[config.mk]
export PLATFORM = sky130hd
export DESIGN_NAME = ternary_neuron_seq
export DESIGN_NICKNAME = d
export VERILOG_FILES = /design/src/rtl/ternary_neuron_seq.sv
export SDC_FILE = /design/constraint.sdc
export NUM_CORES = 1
export LEC_CHECK = 0
export CAP_MARGIN = 20
export CORE_UTILIZATION = 50
export CTS_BUF_LIST = sky130_fd_sc_hd__clkbuf_2
export DETAILED_ROUTE_END_ITERATION = 16
export PLACE_DENSITY = 0.74
export SYNTH_ARGS = -nofsm -noshare
export SYNTH_HDL_FRONTEND = slang
export SYNTH_SLANG_ARGS = --single-unit
export TNS_END_PERCENT = 5
[constraint.sdc]
create_clock -name clk -period 2.5 [get_ports clk]
set_input_delay 0.25 -clock clk [delete_from_list [all_inputs] [get_ports clk]]
set_output_delay 0.25 -clock clk [all_outputs]
set_load 0.01 [all_outputs]
[src/rtl/ternary_neuron_seq.sv]
// Sequential ternary-weight neuron: one activation/weight pair per clock, then
// bias, output saturation and a selectable activation behind a valid/ready hold.
module ternary_neuron_seq #(
    parameter int unsigned N_INPUTS = 48,
    parameter int unsigned IN_W     = 2,
    parameter int unsigned ACC_W    = 8,
    parameter int unsigned BIAS_W   = 4,
    parameter int unsigned OUT_W    = 6,
    parameter int unsigned ACT_MODE = 0,
    localparam int unsigned IDX_W   = $clog2(N_INPUTS)
) (
    input  logic              clk,
    input  logic              rst_n,
    input  logic              start,
    input  logic              abort,
    input  logic [BIAS_W-1:0] bias,
    input  logic [IN_W-1:0]   input_val,
    input  logic [1:0]        weight,
    output logic              busy,
    output logic [IDX_W-1:0]  idx,
    output logic              out_valid,
    input  logic              out_ready,
    output logic [OUT_W-1:0]  result,
    output logic              sat
);

    localparam int unsigned SUM_W = ACC_W + 1;
    localparam int unsigned CMP_W = (SUM_W > OUT_W) ? SUM_W : OUT_W;

    localparam logic signed [SUM_W-1:0] ACC_MAX   = {2'b00, {(ACC_W-1){1'b1}}};
    localparam logic signed [SUM_W-1:0] ACC_MIN   = {2'b11, {(ACC_W-1){1'b0}}};
    localparam logic signed [OUT_W-1:0] OUT_MAX_N = {1'b0, {(OUT_W-1){1'b1}}};
    localparam logic signed [OUT_W-1:0] OUT_MIN_N = {1'b1, {(OUT_W-1){1'b0}}};
    localparam logic signed [CMP_W-1:0] OUT_MAX   = CMP_W'(OUT_MAX_N);
    localparam logic signed [CMP_W-1:0] OUT_MIN   = CMP_W'(OUT_MIN_N);
    localparam logic [IDX_W-1:0]        IDX_LAST  = IDX_W'(N_INPUTS - 1);

    typedef enum logic [1:0] {S_IDLE, S_ACCUM, S_FINISH, S_HOLD} state_t;

    state_t                    r_state;
    state_t                    w_next;
    logic signed [ACC_W-1:0]   r_acc;
    logic signed [BIAS_W-1:0]  r_bias;
    logic                      r_sticky;

    logic signed [IN_W-1:0]    w_in;
    logic signed [SUM_W-1:0]   w_in_ext;
    logic signed [SUM_W-1:0]   w_prod;
    logic signed [SUM_W-1:0]   w_acc_sum;
    logic signed [ACC_W-1:0]   w_acc_next;
    logic                      w_acc_clip;
    logic signed [SUM_W-1:0]   w_sum;
    logic signed [CMP_W-1:0]   w_sum_ext;
    logic signed [OUT_W-1:0]   w_r;
    logic                      w_out_clip;
    logic signed [OUT_W-1:0]   w_act;

    // Product is formed one bit wider than the accumulator so -min * -1 cannot wrap
    assign w_in     = input_val;
    assign w_in_ext = SUM_W'(w_in);

    always_comb begin
        w_prod = '0;
        case (weight)
            2'b01:   w_prod = w_in_ext;
            2'b11:   w_prod = -w_in_ext;
            default: w_prod = '0;
        endcase
    end

    always_comb begin
        w_acc_sum  = SUM_W'(r_acc) + w_prod;
        w_acc_clip = 1'b0;
        w_acc_next = ACC_W'(w_acc_sum);
        if (w_acc_sum > ACC_MAX) begin
            w_acc_next = ACC_W'(ACC_MAX);
            w_acc_clip = 1'b1;
        end else if (w_acc_sum < ACC_MIN) begin
            w_acc_next = ACC_W'(ACC_MIN);
            w_acc_clip = 1'b1;
        end
    end

    // Bias add, output clamp and activation, used in FINISH
    always_comb begin
        w_sum      = SUM_W'(r_acc) + SUM_W'(r_bias);
        w_sum_ext  = CMP_W'(w_sum);
        w_out_clip = 1'b0;
        w_r        = OUT_W'(w_sum_ext);
        if (w_sum_ext > OUT_MAX) begin
            w_r        = OUT_MAX_N;
            w_out_clip = 1'b1;
        end else if (w_sum_ext < OUT_MIN) begin
            w_r        = OUT_MIN_N;
            w_out_clip = 1'b1;
        end
        w_act = w_r;
        case (ACT_MODE)
            1:       w_act = w_r[OUT_W-1] ? {OUT_W{1'b1}} : OUT_W'(1);
            2:       w_act = w_r[OUT_W-1] ? '0 : w_r;
            default: w_act = w_r;
        endcase
    end

    always_comb begin
        w_next = r_state;
        case (r_state)
            S_IDLE:   if (start) w_next = S_ACCUM;
            S_ACCUM:  if (idx == IDX_LAST) w_next = S_FINISH;
            S_FINISH: w_next = S_HOLD;
            S_HOLD:   if (out_ready) w_next = S_IDLE;
            default:  w_next = S_IDLE;
        endcase
        if (abort) w_next = S_IDLE;
    end

    always_ff @(posedge clk or negedge rst_n) begin
        if (!rst_n) begin
            r_state   <= S_IDLE;
            r_acc     <= '0;
            r_bias    <= '0;
            r_sticky  <= 1'b0;
            busy      <= 1'b0;
            idx       <= '0;
            out_valid <= 1'b0;
            result    <= '0;
            sat       <= 1'b0;
        end else begin
            r_state   <= w_next;
            busy      <= (w_next == S_ACCUM) || (w_next == S_FINISH);
            out_valid <= (w_next == S_HOLD);
            if (!abort) begin
                case (r_state)
                    S_IDLE: if (start) begin
                        r_bias   <= bias;
                        r_acc    <= '0;
                        r_sticky <= 1'b0;
                        idx      <= '0;
                    end
                    S_ACCUM: begin
                        r_acc    <= w_acc_next;
                        r_sticky <= r_sticky | w_acc_clip;
                        if (idx != IDX_LAST) idx <= idx + IDX_W'(1);
                    end
                    S_FINISH: begin
                        result <= w_act;
                        sat    <= r_sticky | w_out_clip;
                    end
                    default: ;
                endcase
            end
        end
    end

endmodule

==> impl_metrics.xml <==
<?xml version="1.0" encoding="UTF-8"?>
<metrics>
  <group name="sta">
    <metric name="grt_setup_unrepaired" unit="">yes</metric>
    <metric name="fmaxAchievable" unit="GHz">0.412</metric>
    <metric name="period_share" unit="%">97.1</metric>
    <metric name="timing.final.crit_period" unit="ps">2430</metric>
    <metric name="timing_max_transition_violations_final" unit="">0</metric>
    <metric name="timing.max_slew.rel_slack" unit="%">73.0</metric>
    <metric name="final.setup.tns" unit="ps">0</metric>
    <metric name="worst_slew_pin_slew" unit="ps">405</metric>
    <metric name="timing.final.setup_violations" unit="">0</metric>
    <metric name="finClkSkew" unit="ps">18.8</metric>
    <metric name="timing_hold_violations_final" unit="">0</metric>
  </group>
  <group name="detailed_routing">
    <metric name="drt-wirelength-per-cell" unit="um">13.3</metric>
    <metric name="route.antenna.remaining_nets" unit="">0</metric>
    <metric name="route.detailed.vias_per_inst" unit="">5.40</metric>
    <metric name="drt_iter0_markers" unit="">68</metric>
    <metric name="detailroute.via_count" unit="">1749</metric>
    <metric name="drcViolationCount" unit="">0</metric>
    <metric name="postRouteWirelength" unit="um">4320</metric>
    <metric name="dr.pass1.iters" unit="">4</metric>
  </group>
  <group name="clock_network">
    <metric name="cts_hold_buffers" unit="">0</metric>
    <metric name="clockRootBuffer" unit="">clkbuf_2</metric>
    <metric name="max-clock-path-buffers" unit="">2</metric>
    <metric name="cts_max_level" unit="">2</metric>
    <metric name="inserted_clock_buffers" unit="">5</metric>
    <metric name="clk_latency" unit="ps">370</metric>
    <metric name="cts_tree" unit="">built</metric>
    <metric name="tritoncts_num_sinks" unit="">30</metric>
    <metric name="clk_pin_slew" unit="ps">160</metric>
  </group>
  <group name="critical_path">
    <metric name="crit_path_cell_trace" unit="">dlygate4sd2_1 &gt; inv_2 &gt; ha_2 &gt; nand2_1 &gt; o21ai_1 &gt; nand2_1 &gt; buf_4 &gt; buf_4 &gt; buf_4 &gt; buf_4 &gt; buf_4 &gt; buf_4 &gt; buf_4 &gt; xnor2_4 &gt; xnor2_4 &gt; o21a_1 &gt; a221o_2</metric>
    <metric name="r2r_cells" unit="">10</metric>
    <metric name="worst_r2r_endpoint" unit="">r_acc[6]</metric>
    <metric name="largest_delay_contributor_family_on_the_critical_path" unit="">buffers and inverters</metric>
    <metric name="cp.arrival" unit="ps">2680</metric>
    <metric name="reg2reg_setup_slack" unit="ps">130</metric>
    <metric name="cp_slowest_stage_delay" unit="ps">340</metric>
    <metric name="timing.critical_path.to" unit="">r_acc[6]</metric>
    <metric name="worst_ep_required_time" unit="ps">2750</metric>
    <metric name="path_buf_inv" unit="">9</metric>
    <metric name="path_common_cell" unit="">buf_4</metric>
    <metric name="worstSetupPathDepth" unit="">17</metric>
    <metric name="setup.worst_path.end_class" unit="">flip-flop</metric>
    <metric name="critical_path.startpoint_type" unit="">input port</metric>
    <metric name="critical_path.reg2reg.startpoint" unit="">r_acc[0]</metric>
    <metric name="critical_path_class" unit="">input port to flip-flop</metric>
    <metric name="slowest_stage" unit="">a221o_2</metric>
    <metric name="cp-startpoint" unit="">input_val[1]</metric>
    <metric name="path_max_fanout" unit="">4</metric>
  </group>
  <group name="die">
    <metric name="die_height" unit="um">66.9</metric>
    <metric name="floorplan.core_area" unit="um^2">4030</metric>
    <metric name="num_io_pins" unit="">28</metric>
    <metric name="design.die.area" unit="um^2">4470</metric>
    <metric name="row_count" unit="">23</metric>
    <metric name="die_width" unit="um">66.9</metric>
    <metric name="initial_utilization" unit="%">52.2</metric>
  </group>
  <group name="global_routing">
    <metric name="antenna_found_initial" unit="">0</metric>
    <metric name="number_of_global_route_vias_before_repair" unit="">1624</metric>
    <metric name="globalRoute.totalOverflow" unit="">0</metric>
    <metric name="track_usage" unit="%">21.3</metric>
    <metric name="grt_start_max_net_pins" unit="">31</metric>
    <metric name="grt_first_pass_wirelength" unit="um">7060</metric>
  </group>
  <group name="synthesis">
    <metric name="postSynthAreaPerCell" unit="um^2">9.70</metric>
    <metric name="number_of_standard_cells_after_synthesis" unit="">217</metric>
    <metric name="ys_ff_latch" unit="">30</metric>
    <metric name="synthDistinctLibCells" unit="">51</metric>
    <metric name="synth-warning-count" unit="">0</metric>
    <metric name="synthesis.area" unit="um^2">2100</metric>
    <metric name="yosysSeqAreaShare" unit="%">35.7</metric>
    <metric name="postSynthNetCount" unit="">251</metric>
  </group>
  <group name="finish">
    <metric name="fillers" unit="">327</metric>
    <metric name="insertedDiodeCount" unit="">0</metric>
    <metric name="final_nets" unit="">307</metric>
    <metric name="layout-drive-gt1-share" unit="%">23.4</metric>
    <metric name="design_area" unit="um^2">2760</metric>
    <metric name="layout-area-overhead-vs-synth" unit="%">31.2</metric>
  </group>
  <group name="power">
    <metric name="vdd_ir_drop_max" unit="uV">524</metric>
    <metric name="power_density_relative_to_cell_area" unit="nW/um^2">903</metric>
    <metric name="total_leakage_power" unit="nW">1.26</metric>
  </group>
  <group name="min_path">
    <metric name="worstHoldPathType" unit="">input port to async pin</metric>
  </group>
  <group name="place">
    <metric name="detailed_place_hpwl" unit="um">3360</metric>
    <metric name="placement.cell_area" unit="um^2">2600</metric>
    <metric name="place.port_buffers" unit="">27</metric>
    <metric name="gp_congestion" unit="">0.833</metric>
  </group>
  <group name="flow_run">
    <metric name="drv.max_cap_violation_count" unit="">0</metric>
  </group>
  <group name="run_status">
    <metric name="status" unit="">finished clean</metric>
  </group>
</metrics>
-- stage by stage --
step	total power [mW]	util [%]	worst slack (ps)	cells	hold slack [ps]
2_1_floorplan	1.68	-	9.14	217	-45.6
3_3_place_gp	2.07	64.6	-504	310	460
3_5_place_dp	2.11	64.6	-556	310	469
4_1_cts	2.46	67.8	9.13	324	241
5_1_grt	2.70	68.5	-7.71	324	254
6_report	2.49	68.5	72.2	324	239
-- repair_timing --
item,in CTS,in global routing
resized for setup,9,7
buffers inserted,6,0
pin swaps,16,8
endpoints found under the setup margin,8,14
cloned,0,0
-- cells in the final DEF (no fill, tap or decap), types with 3 or more instances in the layout --
cell type | netlist | layout
buf_4 | 0 | 26
o211ai_1 | 4 | 4
a21oi_1 | 9 | 8
or3_1 | 4 | 4
ha_1 | 19 | 13
xnor2_1 | 5 | 5
nor3_1 | 4 | 4
clkdlybuf4s50_1 | 0 | 23
a211oi_1 | 3 | 3
mux2_2 | 3 | 3
inv_1 | 9 | 7
clkbuf_2 | 0 | 5
o21ai_0 | 16 | 16
nand2_1 | 23 | 23
dfrtp_1 | 30 | 30
nor2_1 | 14 | 14
ha_4 | 0 | 3
nor2b_1 | 7 | 6
dlygate4sd2_1 | 0 | 3
o21a_1 | 6 | 6
a21o_1 | 5 | 5
a22o_1 | 5 | 5
xor2_1 | 6 | 5
ha_2 | 0 | 3
-- worst min path at each step --
stage,slack [ps],cells after the start,endpoint
finish,240,2,sat
global route,250,2,r_acc[7]
CTS,240,2,r_acc[7]
detailed placement,470,2,result[5]
global placement,460,2,result[5]
floorplan,-50,0,busy
-- area by class of cell --
class,count,area [um^2],area share [%]
multi-input cells,174,1380,50.1
flip-flops and latches,30,751,27.2
repair buffers,53,464,16.8
well taps,50,62.6,2.27
clock inverters,3,40.0,1.45
inverters,9,36.3,1.31
clock buffers,5,25.0,0.906
-- flip-flops by register name, summed over array words and instances (netlist names) --
register and cells:
idx 6, r_bias 4, result 6, busy 1, r_acc 8, sat 1, r_sticky 1, r_state 2
out_valid 1
-- cell families after synthesis --
kind of cell,share of synthesized area (%)
muxes,2.08
buffers and inverters,2.38
adders and majority gates,13.2
and+or+nand+nor,16.2
DFF,35.7
AOI/OAI and AO/OA,23.8
xor gates and xnor gates,6.66
-- Yosys cell counts, drive strengths merged --
library cell / number / area share (%)
a211oi: 3 / 1.1
a21bo: 1 / 0.48
a21boi: 1 / 0.36
a21o: 5 / 1.8
a21oi: 10 / 2.6
a221o: 4 / 2.0
a22o: 5 / 2.1
a22oi: 2 / 0.71
a2bb2oi: 1 / 0.71
a31oi: 2 / 0.59
a41oi: 1 / 0.77
and2: 2 / 0.59
and3: 1 / 0.54
buf: 1 / 0.24
clkbuf: 3 / 0.54
dfrtp: 30 / 36
fa: 2 / 1.9
ha: 19 / 11
inv: 9 / 1.6
mux2: 3 / 1.6
mux2i: 1 / 0.48
nand2: 24 / 4.4
nand2b: 2 / 0.59
nand3: 3 / 0.95
nand4: 2 / 0.59
nand4b: 1 / 0.42
nor2: 14 / 2.5
nor2b: 8 / 2.7
nor3: 4 / 0.95
nor4: 1 / 0.30
nor4b: 1 / 0.42
o2111a: 1 / 0.54
o211a: 1 / 0.48
o211ai: 4 / 1.4
o21a: 6 / 2.1
o21ai: 18 / 4.5
o21ba: 1 / 0.48
o21bai: 1 / 0.36
o31a: 2 / 0.83
or3: 4 / 1.2
xnor2: 7 / 4.2
xor2: 6 / 2.5
-- layer usage --
layer  up-vias  share of wire [%]  GRT usage [%]
li1        913                  -              -
met1       802                 47           26.4
met2        26                 48           36.1
met3         8                2.9           5.14
met4         0                1.4           6.38
met5         -                  0              0
-- power by group --
| group | total [mW] | internal (mW) | leakage (nW) | switching [mW] |
|---|---|---|---|---|
| Sequential | 0.715 | 0.584 | 0.390 | 0.130 |
| Clock | 0.334 | 0.166 | 0.0427 | 0.168 |
| Combinational | 1.44 | 0.737 | 0.823 | 0.707 |
| Total | 2.49 | 1.49 | 1.26 | 1.00 |
Note: power is estimated with default switching activity, not from simulation.
